<file path="config.mk">
export PLATFORM = sky130hd
export DESIGN_NAME = fastclkdiv_reload
export DESIGN_NICKNAME = d
export VERILOG_FILES = /design/src/rtl/fastclkdiv_reload.sv
export SDC_FILE = /design/constraint.sdc
export NUM_CORES = 1
export LEC_CHECK = 0
export BUFFER_PORTS_ARGS = -buffer_cell sky130_fd_sc_hd__buf_2
export CORE_ASPECT_RATIO = 0.8
export CORE_MARGIN = 3
export CORE_UTILIZATION = 31
export DETAILED_ROUTE_END_ITERATION = 10
export PLACE_DENSITY = 0.52
export SLEW_MARGIN = 20
export SYNTH_ARGS = -nofsm -noshare
export SYNTH_HDL_FRONTEND = slang
export SYNTH_SLANG_ARGS = --single-unit
</file>
<file path="constraint.sdc">
create_clock -name i_clk -period 3.4 [get_ports i_clk]
set_input_delay 0.34 -clock i_clk [delete_from_list [all_inputs] [get_ports i_clk]]
set_output_delay 0.34 -clock i_clk [all_outputs]
set_load 0.005 [all_outputs]
</file>
<file path="src/rtl/fastclkdiv_reload.sv">
// fastclkdiv_reload: reloadable down-counter clock divider.
// The counter is split into NBITS_STAGE-wide segments. Each segment keeps a
// registered zero flag, so a segment's borrow-in depends only on the flags of
// the segments below it and not on a full-width compare. Flags are recomputed
// in the same edge as the count on load, decrement and reload, which keeps
// o_q and o_zero exact on every cycle.
module fastclkdiv_reload #(
  parameter int NBITS       = 16,
  parameter int NBITS_STAGE = 4
) (
  input  logic             i_clk,
  input  logic             i_rst,
  input  logic             i_en,
  input  logic             i_load,
  input  logic [NBITS-1:0] i_load_q,
  input  logic             i_periodic,
  output logic [NBITS-1:0] o_q,
  output logic             o_zero,
  output logic             o_tick
);

  localparam int NSTAGES = (NBITS + NBITS_STAGE - 1) / NBITS_STAGE;

  typedef enum logic {
    ARM_OFF = 1'b0,
    ARM_ON  = 1'b1
  } arm_t;

  arm_t               arm_state;
  arm_t               arm_next;
  logic [NBITS-1:0]   cnt;
  logic [NBITS-1:0]   reload;
  logic [NSTAGES-1:0] zf;
  logic [NSTAGES-1:0] rzf;
  logic               tick;
  logic               event_e;
  logic               do_dec;
  logic               do_reload;

  assign o_q    = cnt;
  assign o_zero = &zf;
  assign o_tick = tick;

  // Terminal-count event, action selects and next arm state.
  always_comb begin
    event_e   = i_en & o_zero & (arm_state == ARM_ON) & ~i_load;
    do_dec    = ~i_load & i_en & ~o_zero;
    do_reload = event_e & i_periodic;
    arm_next  = arm_state;
    if (i_load) begin
      arm_next = ARM_ON;
    end else if (event_e && !i_periodic) begin
      arm_next = ARM_OFF;
    end
  end

  // Arm state register: disarmed after reset or a one-shot terminal count.
  always_ff @(posedge i_clk) begin
    if (i_rst) begin
      arm_state <= ARM_OFF;
    end else begin
      arm_state <= arm_next;
    end
  end

  // Reload value register, written only by a load.
  always_ff @(posedge i_clk) begin
    if (i_rst) begin
      reload <= '0;
    end else if (i_load) begin
      reload <= i_load_q;
    end
  end

  // Registered single-cycle tick; event_e already excludes load cycles.
  always_ff @(posedge i_clk) begin
    if (i_rst) begin
      tick <= 1'b0;
    end else begin
      tick <= event_e;
    end
  end

  for (genvar k = 0; k < NSTAGES; k++) begin : g_stage
    localparam int          LO = k * NBITS_STAGE;
    localparam int          W  = ((NBITS - LO) < NBITS_STAGE) ? (NBITS - LO) : NBITS_STAGE;
    localparam int unsigned K  = k;

    logic [W-1:0] seg;
    logic [W-1:0] r_seg;
    logic         z_r;
    logic         rz_r;
    logic         lower_zero;

    assign r_seg        = reload[LO +: W];
    assign cnt[LO +: W] = seg;
    assign zf[k]        = z_r;
    assign rzf[k]       = rz_r;

    // Borrow-in: every lower segment is currently zero.
    always_comb begin
      lower_zero = 1'b1;
      for (int unsigned j = 0; j < NSTAGES; j++) begin
        if (j < K) begin
          lower_zero = lower_zero & zf[j];
        end
      end
    end

    // Segment count and its zero flag; a segment reaching zero on decrement
    // is detected from its current value being one, so no compare follows
    // the subtractor.
    always_ff @(posedge i_clk) begin
      if (i_rst) begin
        seg  <= '0;
        z_r  <= 1'b1;
        rz_r <= 1'b1;
      end else if (i_load) begin
        seg  <= i_load_q[LO +: W];
        z_r  <= (i_load_q[LO +: W] == '0);
        rz_r <= (i_load_q[LO +: W] == '0);
      end else if (do_dec) begin
        if (lower_zero) begin
          seg <= seg - W'(1);
          z_r <= (seg == W'(1));
        end
      end else if (do_reload) begin
        seg <= r_seg;
        z_r <= rz_r;
      end
    end
  end

endmodule

</file>
Word level (Yosys, flattened, before mapping)
Index checks and enable logic that the tools add are counted.

Flip-flop bits (word level): 42. Input bits: 21. Output and inout bits: 18.

$add $sub $neg: 4. Eq/ne operators: 7. Muxes and demuxes: 32. Bitwise logic cells: 10. Reduce and logical (&&, ||, !) cells: 12.

Operators with widths (count): two-way mux 4 bit (15); two-way mux 1 bit (17); == test 4 x 1 -> 1 bit (second input constant) (4); zero test 4 bit (4); subtractor 4 x 1 -> 4 bit (second input constant) (4); != test 3 x 2 -> 1 bit (second input constant) (3); AND 1 bit (8); AND reduction 2 bit (3); AND reduction 4 bit (1); nonzero test 3 bit (1); NOT 1 bit (2); nonzero test 2 bit (1); logical AND 1 bit (1); zero test 1 bit (1).

Longest topological paths before layout
Gate-level depths: netlist of the first run.

Depth after elaboration: 8. Mapped depth: 7. Depth with buffers taken out: 6.

Worst setup path before layout of the first run
Ideal clock, no wire load.

Path kind: input to register. From: in i_load. To: reg g_stage[2].seg[2]. Library setup time: 0.141 ns. Arrival time: 1.516 ns. Data required time: 3.259 ns. Setup slack: 1.743 ns. Stages: 7. Path buffers: 3. Cells stage by stage: buf_2 -> nand2b_2 -> or2_1 -> buf_6 -> buf_4 -> a311oi_1 -> a21oi_1.

Word-level cells in the longest chain between the ends: 5. Elaborated cells on any way between the ends: 10.

RTL lines: start: declaration (RTL line 14) `input logic i_load,`; NOT 1 bit (RTL line 46, 47); AND 1 bit (on tied branches) (RTL line 47, 46); AND 1 bit (on tied branches) (RTL line 47, 48); != test 3 x 2 -> 1 bit (no source line), or another cell as far along; AND reduction 2 bit (no source line) or two-way mux 4 bit (tied branches); end signal: assignment (RTL line 119) `seg <= i_load_q[LO +: W];`; end signal: assignment (RTL line 124) `seg <= seg - W'(1);`; end signal: assignment (RTL line 128) `seg <= r_seg;`; end: declaration (RTL line 89) `logic [W-1:0] seg;`.

Parallel ways exist; a longest one is shown, timed or not. A chain may end at the register's enable or synchronous reset.

Worst setup path in the final report of the first run
From: reg g_stage[0].z_r. To: reg g_stage[3].seg[1].

Word-level cells in the longest chain between the ends: 7. Elaborated cells on any way between the ends: 14.

RTL lines: start: declaration (RTL line 91) `logic z_r;`; start signal: assignment (RTL line 120) `z_r <= (i_load_q[LO +: W] == '0);`; start signal: assignment (RTL line 125) `z_r <= (seg == W'(1));`; start signal: assignment (RTL line 129) `z_r <= rz_r;`; AND reduction 4 bit (RTL line 41) `assign o_zero = &zf;`; AND 1 bit (3 in a row) (RTL line 46) `event_e = i_en & o_zero & (arm_state == ARM_ON) & ~i_load;`; AND 1 bit (RTL line 48) `do_reload = event_e & i_periodic;`; nonzero test 3 bit (no source line); AND reduction 2 bit (no source line); end signal: assignment (RTL line 119); end signal: assignment (RTL line 124); end signal: assignment (RTL line 128); end: declaration (RTL line 89).

Parallel ways exist; a longest one is shown, timed or not.

==> impl_metrics.py, run 1 <==
metrics = {
    "layout": {
        "antenna-diode-count": 0,
        "mostFrequentLayoutCells": "42 x dfxtp_1, 38 x buf_2, 20 x nand2_1",
        "nets": 310,
        "final_core_util_pct": 37.8,
        "layout_commonest_cell": "dfxtp_1",
        "drive_gt1_share_pct": 21.3,
        "areaGrowthSynthToFinish_pct": 16.1,
    },
    "die": {
        "die_w_um": 98.5,
        "fp.dieH_um": 80.0,
        "dieArea_um2": 7880,
        "core_area_um2": 6510,
        "row_count": 26,
        "start_util_pct": 32.6,
        "io_pins": 39,
    },
    "critical_path": {
        "start_kind": "register",
        "path_depth": 5,
        "crit_required_ns": 3.61,
        "criticalPathCategory": "reg -> reg",
        "timing.critical_path.buf_inv": 1,
        "worstSetupEndpointType": "register",
        "cp_slowest_stage_delay_ns": 0.44,
        "cp_max_fo": 13,
        "cp_slowest_cell": "dfxtp_1",
        "worstRegToRegCells": 5,
        "cp.arrival_ns": 2.21,
        "path_cells": "and4_4, or2_1, buf_4, mux2_4, a311oi_2",
        "worst_path_dominant_cell_family": "simple AND/OR/NAND/NOR gates",
    },
    "clocking": {
        "cts_tree": "built",
        "cts_resized": 0,
        "cts_sinks": 42,
        "path_clk_slew_ns": 0.08,
        "cts-htree-levels": 2,
        "cts-root-buf": "clkbuf_8",
        "cts_buffer_depth": 2,
        "insertion_delay_ns": 0.29,
        "cts_hold_buf": 0,
        "postCtsSetupRepairBufs": 0,
        "cts_inserted_buffers": 5,
    },
    "yosys": {
        "synth_xor_area_share_pct": 2.48,
        "post_synth.cell_area_avg_um2": 8.62,
        "synthMuxAreaShare_pct": 7.49,
        "synthCells": 246,
        "synth-compound-area-share_pct": 21.2,
        "synth_top_family_by_area": "compound AO/OA/AOI/OAI gates",
        "syn_area_um2": 2120,
        "synth-adder-area-share_pct": 4.72,
        "synth_ff_type": "dfxtp_1",
        "async_flop_share_pct": 0,
        "syn_nets": 275,
        "seq_area_frac_synth_pct": 39.6,
        "ys_types": 48,
        "synthSimpleGateAreaFrac_pct": 18.4,
        "yosys_warnings": 0,
        "synth_seq_cells": 42,
        "synth_edf_count": 0,
    },
    "sta": {
        "clock_skew_ns": 0.00519,
        "max_freq_mhz": 501,
        "period_share_pct": 58.7,
        "hold_viol": 0,
        "rsz0062_at_grt": "no",
        "report.final.slew_viol_count": 0,
        "min_period_ns": 2.00,
        "tightest_slew_ns": 0.699,
        "setup-violations-final": 0,
        "maxSlewHeadroom_pct": 53.4,
        "setup_tns_ns": 0,
    },
    "min_path": {
        "hold_path.class": "in -> reg",
        "min_path_cells": 3,
    },
    "global_route": {
        "antenna_found_initial": 0,
        "grt.total_usage_pct": 14.1,
        "grt_pass1_wl_mm": 9.02,
        "grt_max_degree": 33,
        "overflow": 0,
        "grt_pass1_vias": 1797,
    },
    "power_and_ir_drop": {
        "peakVddDrop_mv": 0.223,
        "p_leak_nw": 1.02,
        "cellPowerDensity_nw_per_um2": 495,
    },
    "route": {
        "drt_iter0_drc": 120,
        "routed_via_density": 5.25,
        "totalWireLength_mm": 5.46,
        "wl_per_cell_um": 14.9,
        "dr_total_vias": 1923,
        "drtAntennaViolNets": 0,
        "drt-pass1-iter-count": 4,
        "drcViolationCount": 0,
    },
    "placement": {
        "portBuffers": 38,
        "dp_hpwl_mm": 3.76,
        "gp_congestion": 0.743,
    },
    "outcome": {
        "status": "finished clean",
    },
    "run": {
        "drv_cap": 0,
    },
}
-- stage by stage --
stage / cells / power (W) / setup slack (ns) / area, um2 / hold WS, ns
final: 366 / 0.00122 / 1.40 / 2460 / 0.324
after global routing: 366 / 0.00130 / 1.26 / 2460 / 0.336
after CTS: 366 / 0.00123 / 1.39 / 2460 / 0.317
after detailed placement: 358 / 0.000893 / 1.24 / 2370 / 0.424
after global placement: 358 / 0.000896 / 1.29 / 2370 / 0.426
after floorplan: 246 / 0.000799 / 1.74 / 2120 / 0.409
-- tightest hold or removal path: cells and delay by family --
kind	cells	cell delay, ns
AND/OR/NAND/NOR	1	0.08
buffers and inverters	1	0.10
multiplexers	1	0.06
-- state kept, by name (all words and copies together), names as in the netlist --
name,count
o_tick,1
g_stage.seg,16
g_stage.z_r,4
g_stage.rz_r,4
reload,16
arm_state,1
-- where the power goes --
part           total [W]  internal (W)  switching (W)
logic           0.000295      0.000132       0.000163
clock network   0.000338      0.000164       0.000174
registers       0.000587      0.000540      0.0000472
total            0.00122      0.000836       0.000384
-- Yosys cell counts, types with 2 or more instances --
master | n | area [um2]
a21oi_1 | 18 | 90.1
a22oi_1 | 2 | 15.0
a311oi_1 | 2 | 17.5
a31oi_1 | 16 | 100
a32o_1 | 2 | 20.0
and2_1 | 4 | 25.0
buf_1 | 2 | 7.51
buf_2 | 3 | 15.0
buf_6 | 2 | 22.5
clkbuf_1 | 6 | 22.5
dfxtp_1 | 42 | 841
ha_1 | 8 | 100
inv_1 | 13 | 48.8
mux2_2 | 3 | 33.8
mux2i_1 | 11 | 110
nand2_1 | 20 | 75.1
nand2b_1 | 6 | 37.5
nand3_1 | 4 | 20.0
nor2_1 | 12 | 45.0
nor2b_1 | 4 | 25.0
nor3_1 | 13 | 65.1
nor3b_1 | 2 | 15.0
nor4_1 | 3 | 18.8
o21ai_0 | 19 | 95.1
o32ai_1 | 2 | 17.5
xor2_1 | 5 | 43.8
-- area by class of cell --
type / instances / area, um2
Clock buffer: 7 / 86.3
Clock inverter: 1 / 5.00
Fill cell: 729 / 4040
Inverter: 14 / 52.6
Multi-Input combinational cell: 176 / 1150
Sequential cell: 42 / 841
Tap cell: 84 / 105
Timing Repair Buffer: 42 / 220
-- cells by family (layout without fill, tap and decap cells) --
group                    Yosys count  count (layout)
AND/OR/NAND/NOR                   76              76
adder cells (fa/ha/maj)            8               8
multiplexers                      15              15
AO/OA/AOI/OAI                     71              71
XOR/XNOR                           6               6
flip-flops                        42              42
buffers and inverters             28              64
-- path summary, 6_finish.rpt --
check                        from                 to  slack (ns)
hold reg to reg   g_stage[2].rz_r    g_stage[2].rz_r        0.44
setup reg to reg   g_stage[0].z_r  g_stage[3].seg[1]        1.40
setup / recovery   g_stage[0].z_r  g_stage[3].seg[1]        1.40
hold / removal        i_load_q[0]          reload[0]        0.32
-- layer usage --
| layer | up-vias | part of all wire, % | global-route usage [%] |
|---|---|---|---|
| li1 | 957 | - | - |
| met1 | 907 | 53 | 21.5 |
| met2 | 54 | 41 | 19.9 |
| met3 | 5 | 5.7 | 3.32 |
| met4 | 0 | 0.77 | 3.27 |
| met5 | - | 0 | 0 |
Power figures use the tool's default switching activity.
==> run 2, diff against run 1 <==
- ABC_AREA: not set -> 1
- PLACE_DENSITY: 0.52 -> 0.53
- clock period: 3.4 -> 1.8 ns (I/O delays scaled with it)
==> impl_metrics.py, run 2 <==
metrics = {
    "critical_path": {
        "crit_required_ns": 1.99,
        "worst_path_dominant_cell_family": "simple AND/OR/NAND/NOR gates",
        "r2r_slack_ns": 0.29,
        "cp_common_cell": "nand2_2",
        "cp_slowest_cell": "dfxtp_1",
        "path_cells": "nand2_2, nor2_4, nand3_1, nand2_2, nand2_2, nor2_1, nor2_1",
        "timing.critical_path.buf_inv": 0,
        "cp_max_fo": 13,
        "worstSetupEndpointType": "register",
        "cp.arrival_ns": 1.70,
        "cp_slowest_stage_delay_ns": 0.38,
        "criticalPathCategory": "reg -> reg",
        "start_kind": "register",
    },
    "layout": {
        "areaGrowthSynthToFinish_pct": 17.2,
        "fill_cells": 763,
        "nets": 402,
        "biggestRegsByFlops": "g_stage.seg x16, reload x16",
        "drive_gt1_share_pct": 17.4,
        "layout_commonest_cell": "nand2_1",
        "mostFrequentLayoutCells": "110 x nand2_1, 44 x nor2_1, 42 x dfxtp_1",
        "final_area_um2": 2620,
        "multi_input_area_um2": 1200,
        "antenna-diode-count": 0,
        "register_area_um2": 841,
    },
    "route": {
        "drcViolationCount": 0,
        "drt-pass1-iter-count": 4,
        "drtAntennaViolNets": 0,
        "dr_total_vias": 2104,
        "drt_iter0_drc": 64,
        "totalWireLength_mm": 5.65,
        "routed_via_density": 4.56,
        "wl_per_cell_um": 12.3,
    },
    "clocking": {
        "cts_tree": "built",
        "cts-root-buf": "clkbuf_8",
        "cts_inserted_buffers": 5,
        "postCtsSetupRepairBufs": 0,
        "cts_hold_buf": 0,
        "path_clk_slew_ns": 0.08,
        "insertion_delay_ns": 0.29,
        "cts-htree-levels": 2,
        "cts_buffer_depth": 2,
        "cts_sinks": 42,
        "cts_resized": 0,
    },
    "global_route": {
        "grt.total_usage_pct": 14.1,
        "grt_max_degree": 32,
        "overflow": 0,
        "antenna_found_initial": 0,
        "grt_pass1_wl_mm": 9.31,
        "grt_pass1_vias": 1938,
    },
    "yosys": {
        "synth_ff_type": "dfxtp_1",
        "synthTopCellsByCount": "110 x nand2_1, 44 x nor2_1, 42 x dfxtp_1, 32 x nand3_1, 25 x inv_1",
        "synth_area_leaders": "dfxtp_1 38%, nand2_1 18%, nor2_1 7.4%",
        "yosysMostFrequentCell": "nand2_1",
        "synth_top_area_share_pct": 37.7,
        "seq_area_frac_synth_pct": 37.7,
        "syn_area_um2": 2230,
        "post_synth.cell_area_avg_um2": 6.64,
        "syn_nets": 365,
        "synthCells": 336,
        "ys_types": 25,
        "yosys_warnings": 0,
        "async_flop_share_pct": 0,
        "synth_seq_cells": 42,
        "yosysTopAreaCell": "dfxtp_1",
        "synth_edf_count": 0,
    },
    "placement": {
        "gp_congestion": 0.833,
        "pre_cts_ws_ns": 0.302,
        "dp_hpwl_mm": 4.08,
        "portBuffers": 38,
        "dpl-instance-area_um2": 2510,
    },
    "sta": {
        "hold_viol": 0,
        "setup_tns_ns": 0,
        "holdWs_ns": 0.147,
        "clock_skew_ns": 0.00280,
        "tightest_slew_ns": 0.332,
        "fin_ws_ns": 0.293,
        "max_freq_mhz": 664,
        "setup-violations-final": 0,
        "maxSlewHeadroom_pct": 77.9,
        "rsz0062_at_grt": "no",
        "report.final.slew_viol_count": 0,
        "period_share_pct": 83.7,
        "min_period_ns": 1.51,
    },
    "die": {
        "dieArea_um2": 8260,
        "core_area_um2": 6930,
        "io_pins": 39,
        "row_count": 27,
        "start_util_pct": 32.2,
        "die_w_um": 101,
        "fp.dieH_um": 81.9,
    },
    "power_and_ir_drop": {
        "power_w": 0.00231,
        "peakVddDrop_mv": 0.424,
        "p_leak_nw": 1.30,
        "cellPowerDensity_nw_per_um2": 883,
    },
    "outcome": {
        "status": "finished clean",
    },
    "run": {
        "drv_cap": 0,
    },
    "min_path": {
        "hold_path.class": "in -> reg",
    },
}
## run 2: changes by cell type after synthesis, moves of 4 or more
cell      before  now
nand2_2        0    5
a31oi_1       16    0
nand2b_1       6    0
and2_1         4    0
mux2i_1       11    0
nand2_1       20  110
nand3_1        4   32
inv_1         13   25
nor2_1        12   44
nor2b_1        4    0
nor3_1        13    6
o21ai_0       19   11
## run 2: through the flow
step / util (%) / std cells
after global placement: 36.2 / 453
final: 37.8 / 461
after detailed placement: 36.2 / 453
after CTS: 37.8 / 461
after floorplan: - / 336
after global routing: 37.8 / 461
## run 2: report_power, final
part / internal, W / switching (W) / leakage [nW] / total [W]
registers: 0.00101 / 0.0000609 / 0.349 / 0.00107
logic: 0.000207 / 0.000323 / 0.895 / 0.000530
clock network: 0.000388 / 0.000323 / 0.0575 / 0.000711
total: 0.00160 / 0.000706 / 1.30 / 0.00231
## run 2: final timing paths
kind / to / start / depth (start not counted)
setup reg to reg: g_stage[1].seg[0] / g_stage[0].z_r / 7
setup / recovery: g_stage[1].seg[0] / g_stage[0].z_r / 7
hold reg to reg: reload[12] / reload[12] / 2
hold / removal: reload[0] / i_load_q[0] / 3
## run 2: layer usage
metal,routed length [um],global-route usage [%],vias up
li1,-,-,1134
met2,2340,21.2,44
met5,0,0,-
met3,318,3.23,6
met1,2930,20.0,920
met4,68,4.04,0
## run 2: layout make-up
class / count / share of cell area, %
Multi-Input combinational cell: 252 / 45.8
Tap cell: 87 / 4.16
Clock buffer: 8 / 4.21
Timing Repair Buffer: 44 / 9.47
Sequential cell: 42 / 32.1
Inverter: 28 / 4.21
## run 2: cell families after synthesis
group           after synthesis  synth area share, %
flops                        42                 37.7
compound gates               34                 8.24
fa+ha+maj                     8                 4.48
simple gates                206                 39.4
buf+inv                      42                 8.63
xor+xnor                      4                 1.57
## run 2: worst reg2reg max path, cell delays in order (launching register included)
cell     delay, ns
dfxtp_1       0.38
nand2_2       0.11
nor2_4        0.18
nand3_1       0.11
nand2_2       0.24
nand2_2       0.19
nor2_1        0.14
nor2_1        0.05
==> run 3, diff against run 2 <==
- PLACE_DENSITY: 0.53 -> 0.51
- clock period: 1.8 -> 1.4 ns (I/O delays scaled with it)
==> impl_metrics.py, run 3 (same netlist as run 2, synthesis figures left out) <==
metrics = {
    "placement": {
        "dp_hpwl_mm": 4.05,
        "place_inst": 464,
        "gp_congestion": 0.833,
        "dpl-instance-area_um2": 2590,
        "portBuffers": 38,
    },
    "critical_path": {
        "cp_max_fo": 8,
        "cp.arrival_ns": 1.50,
        "crit_required_ns": 1.60,
        "criticalPathCategory": "reg -> reg",
        "worstSetupEndpointType": "register",
        "start_kind": "register",
    },
    "clocking": {
        "cts_sinks": 42,
        "cts_buffer_depth": 2,
        "cts_tree": "built",
        "cts_inserted_buffers": 5,
        "cts-root-buf": "clkbuf_8",
        "cts_hold_buf": 0,
        "insertion_delay_ns": 0.30,
        "path_clk_slew_ns": 0.08,
        "cts-htree-levels": 2,
    },
    "die": {
        "dieArea_um2": 8260,
        "die_w_um": 101,
        "start_util_pct": 32.2,
        "fp.dieH_um": 81.9,
        "row_count": 27,
        "io_pins": 39,
        "core_area_um2": 6930,
    },
    "layout": {
        "biggestRegsByFlops": "g_stage.seg x16, reload x16",
        "nets": 414,
        "stdcell_count": 473,
        "layout_commonest_cell": "nand2_1",
        "areaGrowthSynthToFinish_pct": 24.2,
        "final_area_um2": 2770,
        "antenna-diode-count": 0,
        "mostFrequentLayoutCells": "109 x nand2_1, 44 x nor2_1, 38 x buf_2",
        "drive_gt1_share_pct": 21.8,
    },
    "global_route": {
        "grt_pass1_vias": 2033,
        "antenna_found_initial": 0,
        "grt.total_usage_pct": 14.6,
        "overflow": 0,
        "grt_pass1_wl_mm": 9.57,
        "grt_max_degree": 32,
    },
    "power_and_ir_drop": {
        "cellPowerDensity_nw_per_um2": 1130,
        "power_w": 0.00313,
        "peakVddDrop_mv": 0.436,
        "p_leak_nw": 1.37,
    },
    "sta": {
        "max_freq_mhz": 768,
        "setup-violations-final": 0,
        "hold_viol": 0,
        "maxSlewHeadroom_pct": 78.9,
        "report.final.slew_viol_count": 0,
        "min_period_ns": 1.30,
        "clock_skew_ns": 0.00279,
        "period_share_pct": 93.0,
        "holdWs_ns": 0.118,
        "tightest_slew_ns": 0.316,
    },
    "route": {
        "totalWireLength_mm": 5.73,
        "dr_total_vias": 2197,
        "routed_via_density": 4.64,
        "drtAntennaViolNets": 0,
        "drt-pass1-iter-count": 4,
        "drcViolationCount": 0,
        "wl_per_cell_um": 12.1,
        "drt_iter0_drc": 75,
    },
    "run": {
        "drv_cap": 0,
    },
    "min_path": {
        "hold_path.class": "in -> reg",
    },
    "outcome": {
        "status": "finished clean",
    },
}
run 3: changes by cell type in the layout (fill, tap and decap cells not counted), sizes merged:
cell	change
clkinvlp	+1
bufinv	+1
clkbuf	-2
buf	+12
run 3: area by class of cell:
cell class | instances | area, um2
Inverter | 28 | 110
Timing Repair Buffer | 56 | 349
Clock inverter | 2 | 37.5
Sequential cell | 42 | 847
Clock buffer | 6 | 72.6
Multi-Input combinational cell | 252 | 1250
Fill cell | 756 | 4150
Tap cell | 87 | 109
run 3: per-layer routing:
layer  up-vias  GRT usage (%)  share of wire (%)
met5         -              0                  0
met4         0           4.44                1.3
met3         8           2.89                4.5
met2        37           22.7                 43
met1       993           20.2                 51
li1       1159              -                  -
run 3: path summary, 6_finish.rpt:
check,depth (start not counted),end,from,slack [ns]
max,8,g_stage[0].seg[0],g_stage[2].z_r,0.1
min,3,reload[0],i_load_q[0],0.12
max reg2reg,8,g_stage[0].seg[0],g_stage[2].z_r,0.1
min reg2reg,2,reload[1],reload[1],0.46
run 3: timing repair:
action,in CTS,in global routing
gates resized for setup,1,22
setup endpoints to repair,15,19
pin swaps,0,2
buffers inserted,0,1
run 3: metrics by stage:
stage / utilization [%] / setup TNS (ns) / setup WS [ns]
floorplan: - / 0 / 0.130
global route: 40.0 / -0.00690 / -0.00637
global placement: 37.4 / 0 / 0.0118
detailed placement: 37.4 / -0.00655 / -0.00350
finish: 40.0 / 0 / 0.0977
CTS: 39.0 / 0 / 0.00226
run 3: worst max-delay path: stages, from the launching register on:
cell	delay (ns)
dfxtp_2	0.36
nand2_4	0.07
nor2_4	0.16
nand3_2	0.12
nand2_4	0.16
buf_4	0.14
inv_2	0.04
a21oi_1	0.11
nor2_1	0.05
run 3: where the power goes:
part / total (W) / switching [W] / leakage, nW / internal, W
sequential: 0.00138 / 0.0000749 / 0.348 / 0.00130
combinational: 0.000779 / 0.000452 / 0.967 / 0.000327
clock: 0.000974 / 0.000442 / 0.0514 / 0.000533
total: 0.00313 / 0.000968 / 1.37 / 0.00216
